File: src/rtl/minterm_sweep_ctrl.sv
// Exhaustive 32-vector sweep of a 5-input (s,a,b,c,d) datapath against the F_TT/G_TT truth tables.
// Optional build macro SWEEP_STOP_ON_FAIL_EN ends the sweep at the first mismatching vector.
module minterm_sweep_ctrl #(
    parameter int          SETTLE_CYCLES = 4,
    parameter logic [15:0] F_TT          = 16'h0000,
    parameter logic [15:0] G_TT          = 16'h0000
) (
    input  logic       clk,
    input  logic       rst_n,
    input  logic       start,
    output logic [3:0] drv_abcd,
    output logic       drv_s,
    input  logic       dut_o,
    output logic       busy,
    output logic       done,
    output logic       pass,
    output logic [5:0] mismatch_cnt,
    output logic       fail_valid,
    output logic [4:0] first_fail
);

    typedef enum logic [1:0] {IDLE, SETTLE, SAMPLE, DONE} state_t;

    localparam logic [7:0] SETTLE_LAST = 8'(SETTLE_CYCLES - 1);

    state_t     state;
    logic [4:0] idx;
    logic [7:0] settleCnt;
    logic       expBit;
    logic       isMis;
    logic       lastVec;
    logic [5:0] nextCnt;

    // Drivers come straight from the vector register so they hold between sweeps.
    assign drv_s    = idx[4];
    assign drv_abcd = idx[3:0];

    assign expBit  = idx[4] ? G_TT[idx[3:0]] : F_TT[idx[3:0]];
    assign isMis   = dut_o != expBit;
    assign nextCnt = mismatch_cnt + 6'(isMis);
`ifdef SWEEP_STOP_ON_FAIL_EN
    assign lastVec = (idx == 5'd31) || isMis;
`else
    assign lastVec = (idx == 5'd31);
`endif

    always_ff @(posedge clk) begin
        if (!rst_n) begin
            state        <= IDLE;
            idx          <= '0;
            settleCnt    <= '0;
            busy         <= 1'b0;
            done         <= 1'b0;
            pass         <= 1'b0;
            mismatch_cnt <= '0;
            fail_valid   <= 1'b0;
            first_fail   <= '0;
        end else begin
            done <= 1'b0;
            case (state)
                IDLE: begin
                    if (start) begin
                        idx          <= '0;
                        settleCnt    <= '0;
                        mismatch_cnt <= '0;
                        fail_valid   <= 1'b0;
                        first_fail   <= '0;
                        pass         <= 1'b0;
                        busy         <= 1'b1;
                        state        <= SETTLE;
                    end
                end
                SETTLE: begin
                    settleCnt <= settleCnt + 8'd1;
                    if (settleCnt == SETTLE_LAST)
                        state <= SAMPLE;
                end
                SAMPLE: begin
                    if (isMis) begin
                        mismatch_cnt <= nextCnt;
                        if (!fail_valid) begin
                            first_fail <= idx;
                            fail_valid <= 1'b1;
                        end
                    end
                    if (lastVec) begin
                        busy  <= 1'b0;
                        done  <= 1'b1;
                        pass  <= (nextCnt == 6'd0);
                        state <= DONE;
                    end else begin
                        idx       <= idx + 5'd1;
                        settleCnt <= '0;
                        state     <= SETTLE;
                    end
                end
                DONE:    state <= IDLE;
                default: state <= IDLE;
            endcase
        end
    end

endmodule

File: config.mk
export PLATFORM = sky130hd
export DESIGN_NAME = minterm_sweep_ctrl
export DESIGN_NICKNAME = d
export VERILOG_FILES = /design/src/rtl/minterm_sweep_ctrl.sv
export SDC_FILE = /design/constraint.sdc
export NUM_CORES = 1
export LEC_CHECK = 0
export BUFFER_PORTS_ARGS = -buffer_cell sky130_fd_sc_hd__buf_2
export CAP_MARGIN = 10
export CORE_ASPECT_RATIO = 1.25
export CORE_MARGIN = 2
export CORE_UTILIZATION = 49
export CTS_BUF_LIST = sky130_fd_sc_hd__clkbuf_8 sky130_fd_sc_hd__clkbuf_16
export CTS_CLUSTER_DIAMETER = 120
export DETAILED_ROUTE_END_ITERATION = 8
export PLACE_DENSITY = 0.77
export SYNTH_ARGS = -nofsm -noshare
export SYNTH_HDL_FRONTEND = slang
export SYNTH_SLANG_ARGS = --single-unit
export TNS_END_PERCENT = 50
File: constraint.sdc
create_clock -name clk -period 2.1 [get_ports clk]
set_input_delay 0 -clock clk [delete_from_list [all_inputs] [get_ports clk]]
set_output_delay 0 -clock clk [all_outputs]
set_load 0.02 [all_outputs]
==> results.json <==
{
  "outcome": "completed",
  "area_growth_pct": 18.83,
  "dr.pass1.iters": 4,
  "power_density_nw_per_um2": 682.9,
  "wl_um": 3078,
  "num_rows": 22,
  "drtAntennaViolNets": 0,
  "antenna_cells": 0,
  "synth.distinct_cells": 38,
  "post_cts_buffers": 0,
  "hold_start": "rst_n",
  "slowest_stage": "or4_1",
  "netlist.area_leader.share_pct": 40.54,
  "routed-via-count": 1276,
  "gr-usage-met2_pct": 35.31,
  "clk_latency_ps": 280,
  "ir_drop_mv": 0.5799,
  "tightestPinTransition_ps": 432.8,
  "rr_startpoint": "idx[0]$_SDFFE_PN0P_",
  "min_path_cells": 2,
  "synth_area_leader_cell": "dfxtp_1",
  "yosysMostFrequentCell": "dfxtp_1",
  "clock-root-buffer": "clkbuf_8",
  "antenna_found_initial": 0,
  "p_leak_uw": 0.0007225,
  "hold_class": "in2reg",
  "post-route-period-util_pct": 93.05,
  "fmax_ghz": 0.5117,
  "synth-async-reset-ratio_pct": 0,
  "core_um2": 2918,
  "setup-violations-final": 0,
  "first_iter_violations": 24,
  "drive_gt1_share_pct": 19.00,
  "slew_violations": 0,
  "yosysWarnings": 0,
  "drc": 0,
  "nNetsFinal": 208,
  "arrival_ps": 2160,
  "cp_max_fo": 5,
  "synth_common_cells": "dfxtp_1, nor2_1, nand2_1",
  "grt_setup_unrepaired": "no",
  "drv_cap": 0,
  "syn-num-nets": 179,
  "syn_area_um2": 1481,
  "required_ps": 2300,
  "die_h_um": 65.48,
  "ys_seq_elements": 30,
  "yosysSeqAreaShare_pct": 40.54,
  "grt_max_degree": 24,
  "numPortBuffers": 23,
  "synth_area_per_cell_um2": 8.714,
  "synth_area_leaders": "dfxtp_1, ha_1, nor2b_1, a21boi_0, nor2_1",
  "fin_crit_ps": 1954,
  "maxSlewHeadroom_pct": 71.11,
  "cts_sinks": 30,
  "hold_viol": 0,
  "path_clk_slew_ps": 60,
  "synth_edf_count": 0,
  "r2r_end": "settleCnt[7]$_SDFFE_PN0P_",
  "r2r_cells": 7,
  "htreeDepth": 2,
  "initial_core_util_pct": 50.77,
  "grt_util_met1_pct": 23.05,
  "grt_pass1_wl_um": 5319,
  "cts_tree": "yes",
  "cp_cell_sequence": "ha_1, and3_1, ha_2, o21ai_2, nand4_1, or4_1, a21oi_1",
  "cts_max_path_buffers": 2,
  "syn_inst": 170,
  "end_kind": "register",
  "hold_buffers": 0,
  "cpPeakStageDelay_ps": 510,
  "nFillCells": 277,
  "die-area_um2": 3482,
  "busiest_layer": "met2",
  "hold_end": "settleCnt[0]$_SDFFE_PN0P_",
  "setup_tns_ps": 0,
  "worstSetupStartpointType": "register",
  "io_pins": 24,
  "detailed_place_hpwl_um": 2242,
  "dieWidth_um": 53.18,
  "r2r_setup_slack_ps": 150,
  "grt_pass1_vias": 1276,
  "skew_ps": 6.585,
  "setup_slack_ps": 145.9,
  "grt-ovfl-total": 0,
  "vias_per_cell": 5.407,
  "use_met3_pct": 4.773,
  "routedWlPerCell_um": 13.04,
  "ys.flop_type": "dfxtp_1",
  "place.gp.congestion": 0.8187,
  "grt_usage_pct": 20.56,
  "crit_type": "reg2reg",
  "post-place-ws_ps": 112.8,
  "numCtsBuffers": 5
}
## critical path, delay by kind of cell, from the launching register on
| family | cells | cell delay [ps] |
|---|---|---|
| AND/OR/NAND/NOR | 3 | 820 |
| flip-flops | 1 | 350 |
| AO/OA/AOI/OAI | 2 | 290 |
| adder cells (fa/ha/maj) | 2 | 420 |
## how the worst max path moves through the flow
stage / startpoint / to / slack, ps / depth (start not counted)
after floorplan: idx[0]$_SDFFE_PN0P_ / settleCnt[7]$_SDFFE_PN0P_ / 70 / 7
after global placement: idx[0]$_SDFFE_PN0P_ / settleCnt[7]$_SDFFE_PN0P_ / 190 / 7
after global routing: idx[0]$_SDFFE_PN0P_ / settleCnt[7]$_SDFFE_PN0P_ / 20 / 7
after detailed placement: idx[0]$_SDFFE_PN0P_ / settleCnt[7]$_SDFFE_PN0P_ / 110 / 7
final: idx[0]$_SDFFE_PN0P_ / settleCnt[7]$_SDFFE_PN0P_ / 150 / 7
after CTS: idx[0]$_SDFFE_PN0P_ / settleCnt[7]$_SDFFE_PN0P_ / 90 / 7
## metal layers
metal,vias to the layer above,part of all wire [%]
met4,0,1.8
met3,7,3.4
li1,655,-
met1,590,45
met5,-,0
met2,24,50
## final cells by class
class	count	area [um^2]	share of cell area [%]
flip-flops and latches	30	600.6	34.12
multi-input cells	133	855.8	48.61
inverters	3	11.26	0.6397
repair buffers	26	137.6	7.818
well taps	36	45.04	2.559
clock buffers	8	110.1	6.254
## flip-flops by register name, summed over array words and instances (netlist names)
| signal | flops |
|---|---|
| state | 2 |
| done | 1 |
| settleCnt | 8 |
| pass | 1 |
| busy | 1 |
| fail_valid | 1 |
| mismatch_cnt | 6 |
| idx | 5 |
| first_fail | 5 |
## cells by family (layout without fill, tap and decap cells)
logic type,Yosys count,count (layout),synth area share [%]
compound gates,34,34,15.20
xor+xnor,10,10,5.912
fa+ha+maj,5,5,4.223
buf+inv,7,37,1.858
flops,30,30,40.54
mux,5,5,3.379
simple gates,79,79,28.89
## where the power goes
| part | leakage, uW | switching (uW) | internal [uW] | total (uW) |
|---|---|---|---|---|
| Sequential | 0.000243 | 8.98 | 576 | 585 |
| Combinational | 0.000422 | 48.8 | 30.4 | 79.2 |
| Clock | 0.0000575 | 207 | 330 | 538 |
## placed cells by master, fill, tap and decap left out, types with 2 or more instances in the layout
cell type	Yosys	layout
nand4_1	2	2
nor2_1	14	14
xnor2_1	6	6
nor4b_1	2	2
nand3b_1	3	3
a22oi_1	2	2
a21oi_1	8	8
or3_1	3	3
clkbuf_8	0	8
mux2i_1	5	5
nand2b_1	3	3
a21o_1	2	2
a21boi_0	7	7
and3_1	4	4
o21a_1	3	3
dfxtp_1	30	30
o21ai_0	5	5
and2_1	8	8
nor3_1	3	3
nand3_1	10	10
ha_1	5	4
inv_1	3	3
nor2b_1	10	10
xor2_1	4	4
buf_4	0	3
buf_2	1	23
nand2_1	12	12
## stage by stage
step / instance area (um^2) / hold slack, ps / cells / utilization (%) / power (uW)
finish: 1760 / 124.0 / 236 / 60.33 / 1202
detailed placement: 1648 / 418.1 / 228 / 56.48 / 676.9
CTS: 1758 / 131.9 / 236 / 60.25 / 1213
global route: 1760 / 162.4 / 236 / 60.33 / 1246
floorplan: 1481 / 176.8 / 170 / - / 652.6
global placement: 1648 / 406.5 / 228 / 56.48 / 673.5
## timing repair
item                       4_1_cts  5_1_grt
setup endpoints to repair        0        3
resized for setup                0        1
hold endpoints to repair         0        0
(Power assumes the default switching activity.)
